File: src/rtl/sh_mem_arbiter_if.sv
// Bus bundle between the shared-memory arbiter and its environment:
// per-core request ports, the VGA fetch port and the memory-array port.
interface sh_mem_arbiter_if #(
   parameter int unsigned NUM_CORES   = 4,
   parameter int unsigned ADDR_SIZE   = 8,
   parameter int unsigned REG_SIZE    = 8,
   parameter int unsigned ENABLE_SIZE = 2
);
   logic [NUM_CORES*ENABLE_SIZE-1:0] enable;
   logic [NUM_CORES*ADDR_SIZE-1:0]   addr;
   logic [NUM_CORES*REG_SIZE-1:0]    wr_data;
   logic [NUM_CORES*REG_SIZE-1:0]    rd_data;
   logic [NUM_CORES-1:0]             ready;
   logic                             vga_req;
   logic [ADDR_SIZE-1:0]             vga_addr;
   logic [REG_SIZE-1:0]              vga_data;
   logic                             vga_valid;
   logic                             mem_en;
   logic                             mem_we;
   logic [ADDR_SIZE-1:0]             mem_addr;
   logic [REG_SIZE-1:0]              mem_wdata;
   logic [REG_SIZE-1:0]              mem_rdata;
   logic                             busy;

   // Environment side: requesters plus the memory array
   modport master (
      output enable, addr, wr_data, vga_req, vga_addr, mem_rdata,
      input  rd_data, ready, vga_data, vga_valid, mem_en, mem_we, mem_addr, mem_wdata, busy
   );

   // Arbiter side
   modport slave (
      input  enable, addr, wr_data, vga_req, vga_addr, mem_rdata,
      output rd_data, ready, vga_data, vga_valid, mem_en, mem_we, mem_addr, mem_wdata, busy
   );
endinterface

File: src/rtl/sh_mem_arbiter.sv
// Round-robin arbiter for the single-port shared memory: one access per
// 4-cycle slot, VGA fetches take strict priority over core traffic.
module sh_mem_arbiter #(
   parameter int unsigned NUM_CORES   = 4,
   parameter int unsigned ADDR_SIZE   = 8,
   parameter int unsigned REG_SIZE    = 8,
   parameter int unsigned ENABLE_SIZE = 2
) (
   input logic           clk_i,
   input logic           reset_i,
   sh_mem_arbiter_if.slave bus
);
   localparam int unsigned GID_W = (NUM_CORES > 1) ? $clog2(NUM_CORES) : 1;
   localparam logic [ENABLE_SIZE-1:0] EN_RD = ENABLE_SIZE'(1);
   localparam logic [ENABLE_SIZE-1:0] EN_WR = ENABLE_SIZE'(2);

   typedef enum logic [1:0] {ST_IDLE, ST_ISSUE, ST_WAIT, ST_DONE} state_e;

   state_e                      state_q, state_d;
   logic [GID_W-1:0]            last_grant_q, last_grant_d;
   logic [GID_W-1:0]            grant_id_q, grant_id_d;
   logic                        is_vga_q, is_vga_d;
   logic                        op_we_q, op_we_d;
   logic [NUM_CORES*REG_SIZE-1:0] rd_data_q, rd_data_d;
   logic [NUM_CORES-1:0]        ready_q, ready_d;
   logic [REG_SIZE-1:0]         vga_data_q, vga_data_d;
   logic                        vga_valid_q, vga_valid_d;
   logic                        mem_en_q, mem_en_d;
   logic                        mem_we_q, mem_we_d;
   logic [ADDR_SIZE-1:0]        mem_addr_q, mem_addr_d;
   logic [REG_SIZE-1:0]         mem_wdata_q, mem_wdata_d;
   logic                        busy_q, busy_d;

   logic                        core_found;
   logic [GID_W-1:0]            core_pick;
   logic                        core_we;
   logic [ENABLE_SIZE-1:0]      slot_en;
   int unsigned                 idx;

   // Round-robin search starting just after the last core granted
   always_comb begin
      core_found = 1'b0;
      core_pick  = '0;
      core_we    = 1'b0;
      idx        = 0;
      slot_en    = '0;
      for (int unsigned i = 1; i <= NUM_CORES; i++) begin
         idx     = (32'(last_grant_q) + i) % NUM_CORES;
         slot_en = bus.enable[idx*ENABLE_SIZE +: ENABLE_SIZE];
         if (!core_found && (slot_en == EN_RD || slot_en == EN_WR)) begin
            core_found = 1'b1;
            core_pick  = GID_W'(idx);
            core_we    = (slot_en == EN_WR);
         end
      end
   end

   always_comb begin
      state_d      = state_q;
      last_grant_d = last_grant_q;
      grant_id_d   = grant_id_q;
      is_vga_d     = is_vga_q;
      op_we_d      = op_we_q;
      rd_data_d    = rd_data_q;
      vga_data_d   = vga_data_q;
      mem_addr_d   = mem_addr_q;
      mem_wdata_d  = mem_wdata_q;
      ready_d      = '0;
      vga_valid_d  = 1'b0;
      mem_en_d     = 1'b0;
      mem_we_d     = 1'b0;

      case (state_q)
         ST_IDLE: begin
            // Operands go straight into the memory-port registers so they are live in ISSUE
            if (bus.vga_req) begin
               is_vga_d   = 1'b1;
               op_we_d    = 1'b0;
               mem_addr_d = bus.vga_addr;
               mem_en_d   = 1'b1;
               state_d    = ST_ISSUE;
            end else if (core_found) begin
               is_vga_d     = 1'b0;
               grant_id_d   = core_pick;
               last_grant_d = core_pick;
               op_we_d      = core_we;
               mem_addr_d   = bus.addr[32'(core_pick)*ADDR_SIZE +: ADDR_SIZE];
               mem_wdata_d  = bus.wr_data[32'(core_pick)*REG_SIZE +: REG_SIZE];
               mem_we_d     = core_we;
               mem_en_d     = 1'b1;
               state_d      = ST_ISSUE;
            end
         end
         ST_ISSUE: state_d = ST_WAIT;
         ST_WAIT: begin
            if (!op_we_q) begin
               if (is_vga_q) vga_data_d = bus.mem_rdata;
               else          rd_data_d[32'(grant_id_q)*REG_SIZE +: REG_SIZE] = bus.mem_rdata;
            end
            if (is_vga_q) vga_valid_d = 1'b1;
            else          ready_d[grant_id_q] = 1'b1;
            state_d = ST_DONE;
         end
         ST_DONE: state_d = ST_IDLE;
         default: state_d = ST_IDLE;
      endcase

      busy_d = (state_d != ST_IDLE);
   end

   always_ff @(posedge clk_i) begin
      if (reset_i) begin
         state_q      <= ST_IDLE;
         last_grant_q <= GID_W'(NUM_CORES - 1);
         grant_id_q   <= '0;
         is_vga_q     <= 1'b0;
         op_we_q      <= 1'b0;
         rd_data_q    <= '0;
         ready_q      <= '0;
         vga_data_q   <= '0;
         vga_valid_q  <= 1'b0;
         mem_en_q     <= 1'b0;
         mem_we_q     <= 1'b0;
         mem_addr_q   <= '0;
         mem_wdata_q  <= '0;
         busy_q       <= 1'b0;
      end else begin
         state_q      <= state_d;
         last_grant_q <= last_grant_d;
         grant_id_q   <= grant_id_d;
         is_vga_q     <= is_vga_d;
         op_we_q      <= op_we_d;
         rd_data_q    <= rd_data_d;
         ready_q      <= ready_d;
         vga_data_q   <= vga_data_d;
         vga_valid_q  <= vga_valid_d;
         mem_en_q     <= mem_en_d;
         mem_we_q     <= mem_we_d;
         mem_addr_q   <= mem_addr_d;
         mem_wdata_q  <= mem_wdata_d;
         busy_q       <= busy_d;
      end
   end

   assign bus.rd_data   = rd_data_q;
   assign bus.ready     = ready_q;
   assign bus.vga_data  = vga_data_q;
   assign bus.vga_valid = vga_valid_q;
   assign bus.mem_en    = mem_en_q;
   assign bus.mem_we    = mem_we_q;
   assign bus.mem_addr  = mem_addr_q;
   assign bus.mem_wdata = mem_wdata_q;
   assign bus.busy      = busy_q;
endmodule

File: src/flat_wrapper.sv
// flat-port wrapper written by rule: the top's interface ports become plain ports
module sh_mem_arbiter_flat 
#(
   parameter int unsigned NUM_CORES   = 4,
   parameter int unsigned ADDR_SIZE   = 8,
   parameter int unsigned REG_SIZE    = 8,
   parameter int unsigned ENABLE_SIZE = 2
)
  (clk_i, reset_i, bus_enable, bus_addr, bus_wr_data, bus_vga_req, bus_vga_addr, bus_mem_rdata, bus_rd_data, bus_ready, bus_vga_data, bus_vga_valid, bus_mem_en, bus_mem_we, bus_mem_addr, bus_mem_wdata, bus_busy);
  sh_mem_arbiter_if #(.NUM_CORES(NUM_CORES), .ADDR_SIZE(ADDR_SIZE), .REG_SIZE(REG_SIZE), .ENABLE_SIZE(ENABLE_SIZE)) bus_i ();
  input logic clk_i;
  input logic reset_i;
  input wire logic [$bits(bus_i.enable)-1:0] bus_enable;
  input wire logic [$bits(bus_i.addr)-1:0] bus_addr;
  input wire logic [$bits(bus_i.wr_data)-1:0] bus_wr_data;
  input wire logic [$bits(bus_i.vga_req)-1:0] bus_vga_req;
  input wire logic [$bits(bus_i.vga_addr)-1:0] bus_vga_addr;
  input wire logic [$bits(bus_i.mem_rdata)-1:0] bus_mem_rdata;
  output wire logic [$bits(bus_i.rd_data)-1:0] bus_rd_data;
  output wire logic [$bits(bus_i.ready)-1:0] bus_ready;
  output wire logic [$bits(bus_i.vga_data)-1:0] bus_vga_data;
  output wire logic [$bits(bus_i.vga_valid)-1:0] bus_vga_valid;
  output wire logic [$bits(bus_i.mem_en)-1:0] bus_mem_en;
  output wire logic [$bits(bus_i.mem_we)-1:0] bus_mem_we;
  output wire logic [$bits(bus_i.mem_addr)-1:0] bus_mem_addr;
  output wire logic [$bits(bus_i.mem_wdata)-1:0] bus_mem_wdata;
  output wire logic [$bits(bus_i.busy)-1:0] bus_busy;
  assign bus_i.enable = bus_enable;
  assign bus_i.addr = bus_addr;
  assign bus_i.wr_data = bus_wr_data;
  assign bus_i.vga_req = bus_vga_req;
  assign bus_i.vga_addr = bus_vga_addr;
  assign bus_i.mem_rdata = bus_mem_rdata;
  assign bus_rd_data = bus_i.rd_data;
  assign bus_ready = bus_i.ready;
  assign bus_vga_data = bus_i.vga_data;
  assign bus_vga_valid = bus_i.vga_valid;
  assign bus_mem_en = bus_i.mem_en;
  assign bus_mem_we = bus_i.mem_we;
  assign bus_mem_addr = bus_i.mem_addr;
  assign bus_mem_wdata = bus_i.mem_wdata;
  assign bus_busy = bus_i.busy;
  sh_mem_arbiter #(.NUM_CORES(NUM_CORES), .ADDR_SIZE(ADDR_SIZE), .REG_SIZE(REG_SIZE), .ENABLE_SIZE(ENABLE_SIZE)) u_core (.clk_i(clk_i), .reset_i(reset_i), .bus(bus_i));
endmodule
File: config.mk
export PLATFORM = sky130hd
export DESIGN_NAME = sh_mem_arbiter_flat
export DESIGN_NICKNAME = d
export VERILOG_FILES = /design/src/rtl/sh_mem_arbiter_if.sv /design/src/rtl/sh_mem_arbiter.sv /design/src/flat_wrapper.sv
export SDC_FILE = /design/constraint.sdc
export NUM_CORES = 1
export LEC_CHECK = 0
export CAP_MARGIN = 20
export CORE_MARGIN = 2
export CORE_UTILIZATION = 43
export CTS_BUF_LIST = sky130_fd_sc_hd__clkbuf_16
export CTS_CLUSTER_SIZE = 28
export DETAILED_ROUTE_END_ITERATION = 16
export GPL_TIMING_DRIVEN = 0
export PLACE_DENSITY = 0.81
export RECOVER_POWER = 100
export SYNTH_ARGS = -nofsm -noshare
export SYNTH_HDL_FRONTEND = slang
export SYNTH_SLANG_ARGS = --single-unit
File: constraint.sdc
create_clock -name clk_i -period 3.89 [get_ports clk_i]
set_input_delay 0.389 -clock clk_i [delete_from_list [all_inputs] [get_ports clk_i]]
set_output_delay 0.389 -clock clk_i [all_outputs]
set_load 0.03 [all_outputs]
### After elaboration in Yosys (flattened, before gate mapping)

Index checks and enable logic that the tools add are counted.

* flip-flop bits (word level): 72
* word-level logic and storage cells: 95

* $add $sub $neg: 5
* $lt $le $gt $ge: 2
* equality and inequality tests: 11
* shifts and indexed selects: 8
* multiplexer cells: 27
* bitwise gates (word level): 6
* reduce and logical (&&, ||, !) cells: 22

Operators by type and width (number)
* $shiftx 32x6->8: 2
* $neg 5->34: 1
* $shift 8x34->32 const A: 1
* $shiftx 8x34->32: 1
* $bwmux 32: 1
* $shiftx 8x4->2: 4
* $mux 1: 16
* $mux 8: 2
* $eq 2x2->1 const B: 6
* $mux 2: 6
* $eq 2x1->1 const B: 5
* $reduce_and 3->1: 3
* $pmux 2 s4: 1
* $not 1->1: 6
* $add 2x1->2 const B: 2
* $add 2x2->2 const B: 2
* $logic_and 1x1->1: 4
* $logic_or 1x1->1: 4
* $reduce_bool 2->1: 2
* $reduce_or 2->1: 2
* $reduce_or 4->1: 1
* $logic_not 1->1: 3
* $lt 2x3->1 const B: 1
* $reduce_or 3->1: 1
* 4 further kinds: 4

### Logic depth before layout (Yosys ltp)

* depth after elaboration: 18
* depth in mapped cells: 13

### Worst setup path before layout

OpenSTA, ideal clock, no wires.

* kind: register to register
* start point: register u_core.last_grant_q[0]
* end point: register u_core.mem_addr_q[2], in the netlist u_core.bus.mem_addr[2]
* data arrival time: 3100 ps
* required time: 3768 ps
* path slack: 668 ps
* cell stages (with the launch flop): 12
* path through: dfxtp_1 > buf_1 > mux4_2 > ha_1 > buf_4 > nand2_1 > a31o_2 > a211oi_4 > buf_6 > mux2_1 > a32oi_1 > nand2_1

* cells in the longest elaborated chain, start to end: 17
* elaborated cells on any way between the ends: 39
* classes of those cells: 4 x add/sub; 8 x eq/ne; 5 x shift; 10 x mux; 12 x reduce/logical

Ends and longest elaborated chain
* from (decl): RTL line sh_mem_arbiter.sv:20 `logic [GID_W-1:0] last_grant_q, last_grant_d;`
* from (signal assigned): RTL line sh_mem_arbiter.sv:114 `last_grant_q <= GID_W'(NUM_CORES - 1);`
* from (signal assigned): RTL line sh_mem_arbiter.sv:129 `last_grant_q <= last_grant_d;`
* $add 2x1->2: RTL line sh_mem_arbiter.sv:48 `idx = (32'(last_grant_q) + i) % NUM_CORES;`
* $shiftx 8x4->2: RTL line sh_mem_arbiter.sv:49 `slot_en = bus.enable[idx*ENABLE_SIZE +: ENABLE_SIZE];`
* $eq 2x1->1 / $eq 2x2->1 (equally long branches): RTL line sh_mem_arbiter.sv:50 `if (!core_found && (slot_en == EN_RD || slot_en == EN_WR)) begin`
* $logic_or 1x1->1: RTL line sh_mem_arbiter.sv:50
* $mux 1: RTL line sh_mem_arbiter.sv:50
* $logic_not 1->1: RTL line sh_mem_arbiter.sv:50
* $logic_and 1x1->1: RTL line sh_mem_arbiter.sv:50
* $mux 1: RTL line sh_mem_arbiter.sv:50
* $logic_not 1->1: RTL line sh_mem_arbiter.sv:50
* $logic_and 1x1->1: RTL line sh_mem_arbiter.sv:50
* $mux 1: RTL line sh_mem_arbiter.sv:50
* $logic_not 1->1: RTL line sh_mem_arbiter.sv:50
* $logic_and 1x1->1: RTL line sh_mem_arbiter.sv:50
* $mux 2: RTL line sh_mem_arbiter.sv:50
* $shiftx 32x6->8: RTL line sh_mem_arbiter.sv:87 `mem_addr_d = bus.addr[32'(core_pick)*ADDR_SIZE +: ADDR_SIZE];`
* $mux 8: RTL line sh_mem_arbiter.sv:82 `end else if (core_found) begin`
* $mux 8: RTL line sh_mem_arbiter.sv:76 `if (bus.vga_req) begin`
* to (signal assigned): RTL line sh_mem_arbiter.sv:139 `mem_addr_q <= mem_addr_d;`
* to (decl): RTL line sh_mem_arbiter.sv:30 `logic [ADDR_SIZE-1:0] mem_addr_q, mem_addr_d;`

Several ways; a longest one is shown, not always the timed one. The select of a mux whose other input is x is not followed.
A chain may end at the register's enable or synchronous reset.

### Worst setup path in the final report

* start point: register u_core.last_grant_q[0]
* end point: register u_core.mem_addr_q[6], in the netlist u_core.bus.mem_addr[6]

The elaborated chain is that of the path after synthesis.

==> impl_metrics.json <==
{
  "swShare_pct": 41.2,
  "netlist_instances": 411,
  "finalNonFillerCells": 686,
  "yosysSeqAreaShare_pct": 38.9,
  "cts_made_buffers": 9,
  "drv_cap": 0,
  "io_buffers": 154,
  "hold-path-cell-count": 2,
  "clkSinkCount": 72,
  "num_antenna_cells": 0,
  "gp_congestion": 0.823,
  "viasPerCell": 5.47,
  "worst_path_most_repeated_cell": "clkbuf_1",
  "clock_latency_ns": 0.33,
  "cts_tree": "yes",
  "tightestPinTransition_ns": 0.880,
  "wl_per_cell_um": 16.1,
  "routed_wl_um": 11100,
  "regArea_um2": 1440,
  "die_area_um2": 9380,
  "syn_area_per_cell_um2": 9.02,
  "synth_fp_nets": 517,
  "ant_nets": 0,
  "core.rowCount": 33,
  "ctsResizeCount": 0,
  "route.vias.total": 3755,
  "ir_drop_mv": 0.454,
  "dieWidth_um": 96.9,
  "layout-drive-gt1-share_pct": 8.95,
  "crit_buf_inv": 3,
  "cp.arrival_ns": 3.84,
  "ff2ff_setup_slack_ns": 0.27,
  "setup_tns_ns": 0,
  "rsz0062_at_grt": "false",
  "yosysWarnings": 0,
  "ioPinCount": 155,
  "cp-start-kind": "flip-flop",
  "cp-end-kind": "flip-flop",
  "pwr-share-comb_pct": 56.0,
  "nNetsFinal": 682,
  "cp_top_family": "buffers and inverters",
  "syn_to_final_growth_pct": 53.1,
  "cts.path.max_buffers": 2,
  "grt_max_degree": 14,
  "required_ns": 4.11,
  "fillers": 654,
  "layout_commonest_cell": "clkdlybuf4s50_1",
  "pwr_density_cell_nw_per_um2": 708,
  "hp-class": "reg -> reg",
  "cp_max_fo": 10,
  "grt_pass1_wl_um": 18400,
  "setup_viol": 0,
  "slew-limit-headroom_pct": 41.2,
  "cpPeakStageDelay_ns": 0.57,
  "core-area_um2": 8300,
  "synth-seq-cells": 72,
  "grt.overflow.total": 0,
  "hold_start": "u_core.bus.rd_data[29]$_SDFFE_PP0P_",
  "cpMaxStageDelayCell": "mux4_2",
  "cts_root_buf": "clkbuf_16",
  "ys_types": 44,
  "min_to": "u_core.bus.rd_data[29]$_SDFFE_PP0P_",
  "grtUsageTotal_pct": 23.8,
  "clock_skew_ns": 0.00697,
  "hold_violations": 0,
  "r2r-start": "u_core.last_grant_q[0]$_SDFFE_PP1P_",
  "r2r-end": "u_core.bus.mem_addr[6]$_SDFFE_PP0P_",
  "multi_input_area_um2": 2050,
  "finish.utilization_pct": 68.4,
  "postCtsHoldBufs": 0,
  "start_util_pct": 44.7,
  "cts_setup_buffers": 0,
  "p_leak_nw": 2.42,
  "synthArstFlopShare_pct": 0,
  "synth_flop_cell": "dfxtp_1",
  "p_int_mw": 2.37,
  "firstDrtPassIters": 4,
  "critPathKind": "reg -> reg",
  "antenna_found_initial": 0,
  "drc": 0,
  "clk_pin_slew_ns": 0.06,
  "rr_worst_depth": 10,
  "outcome": "finished clean",
  "fin_ws_ns": 0.269,
  "drtIter0Drc": 143,
  "p_clk_share_pct": 20.3,
  "layout_common_cells": "clkdlybuf4s50_1, dfxtp_1, nand2_1",
  "crit_chain": "clkbuf_1 > mux4_2 > ha_1 > inv_1 > o21ai_2 > a21oi_1 > clkbuf_1 > nor3b_1 > o31ai_1 > nand2_1",
  "cts_max_level": 3,
  "max_freq_ghz": 0.276,
  "slew_viol_final": 0,
  "hpwl_um": 8590,
  "layout_worst_path_cycle_share_pct": 93.1,
  "dp_cells": 670,
  "finalCriticalPeriod_ns": 3.62,
  "p_seq_share_pct": 23.7,
  "power.switching_mw": 1.65,
  "synth_enable_flop_cells": 0,
  "post-place-ws_ns": 0.280,
  "die_h_um": 96.9,
  "synth_area_um2": 3710,
  "grt_pass1_vias": 3943
}
-- power groups by stage --
stage	sequential [mW]	combinational [mW]	clock (mW)
CTS	0.958	2.29	0.826
global route	0.967	2.46	0.853
global placement	0.968	2.24	0
detailed placement	0.970	2.29	0
finish	0.952	2.25	0.818
floorplan	1.15	1.47	0
-- kinds of logic (layout without fill, tap and decap cells) --
group / after synthesis / in the layout / share of synthesized area (%)
AO/OA/AOI/OAI: 84 / 84 / 14.4
AND/OR/NAND/NOR: 159 / 159 / 21.1
flip-flops: 72 / 72 / 38.9
buffers and inverters: 47 / 217 / 5.70
adder cells (fa/ha/maj): 15 / 15 / 5.06
XOR/XNOR: 1 / 1 / 0.236
multiplexers: 33 / 33 / 14.6
-- registers in the layout, summed over array words and instances (netlist names) --
register,count
u_core.bus.busy,1
u_core.bus.mem_addr,8
u_core.bus.mem_en,1
u_core.bus.mem_wdata,8
u_core.bus.mem_we,1
u_core.bus.rd_data,32
u_core.bus.ready,4
u_core.bus.vga_data,8
u_core.bus.vga_valid,1
u_core.grant_id_q,2
u_core.is_vga_q,1
u_core.last_grant_q,2
u_core.op_we_q,1
u_core.state_q,2
-- layer usage --
| metal | up-vias | share of wire [%] | GRT usage, % |
|---|---|---|---|
| met5 | - | 0 | 0 |
| met4 | 0 | 2.1 | 8.67 |
| met3 | 24 | 8.1 | 7.15 |
| met2 | 185 | 49 | 42.2 |
| met1 | 1758 | 40 | 27.1 |
| li1 | 1788 | - | - |
-- worst min-delay path, delay by kind of cell, from the launching register on --
family | cells | cell delay [ns]
flops | 1 | 0.30
simple gates | 1 | 0.05
compound gates | 1 | 0.05
-- per-stage QoR --
stage	hold slack [ns]	cell area (µm²)	total power, mW
6_report	0.447	5680	4.02
5_1_grt	0.472	5680	4.28
4_1_cts	0.452	5680	4.08
3_5_place_dp	0.445	5380	3.26
3_3_place_gp	0.441	5380	3.20
2_1_floorplan	0.441	3710	2.61
-- cell usage after synthesis (3+ instances only) --
library cell	n	area, µm²
and3_1	9	56.3
mux2i_1	9	90.1
ha_1	15	188
dfxtp_1	72	1440
nand3_1	33	165
mux2_1	5	56.3
mux4_2	16	360
buf_4	7	52.6
nor2_1	13	48.8
nor2b_1	3	18.8
mux2_2	3	33.8
nand3b_1	4	30.0
nor3b_1	13	97.6
a21oi_1	51	255
inv_1	20	75.1
nand2_1	66	248
o31ai_1	8	60.1
clkbuf_1	17	63.8
and2_1	9	56.3
a32oi_1	8	70.1
-- layout make-up --
class / count / share of cell area, %
repair buffers: 154 / 27.2
flip-flops and latches: 72 / 25.4
clock inverters: 7 / 1.28
well taps: 105 / 2.31
inverters: 20 / 1.32
multi-input cells: 292 / 36.2
clock buffers: 9 / 3.97
plain buffers: 27 / 2.36
-- worst max-delay path by stage --
| stage | startpoint | to | slack [ns] | cells after the start |
|---|---|---|---|---|
| global route | u_core.last_grant_q[0]$_SDFFE_PP1P_ | u_core.bus.mem_addr[5]$_SDFFE_PP0P_ | 0.02 | 10 |
| global placement | u_core.last_grant_q[0]$_SDFFE_PP1P_ | u_core.bus.mem_addr[5]$_SDFFE_PP0P_ | 0.38 | 10 |
| floorplan | u_core.last_grant_q[0]$_SDFFE_PP1P_ | u_core.bus.mem_addr[2]$_SDFFE_PP0P_ | 0.67 | 11 |
| finish | u_core.last_grant_q[0]$_SDFFE_PP1P_ | u_core.bus.mem_addr[6]$_SDFFE_PP0P_ | 0.27 | 10 |
| detailed placement | u_core.last_grant_q[0]$_SDFFE_PP1P_ | u_core.bus.mem_addr[6]$_SDFFE_PP0P_ | 0.28 | 11 |
| CTS | u_core.last_grant_q[0]$_SDFFE_PP1P_ | u_core.bus.mem_addr[6]$_SDFFE_PP0P_ | 0.30 | 11 |
Power figures use the tool's default switching activity.
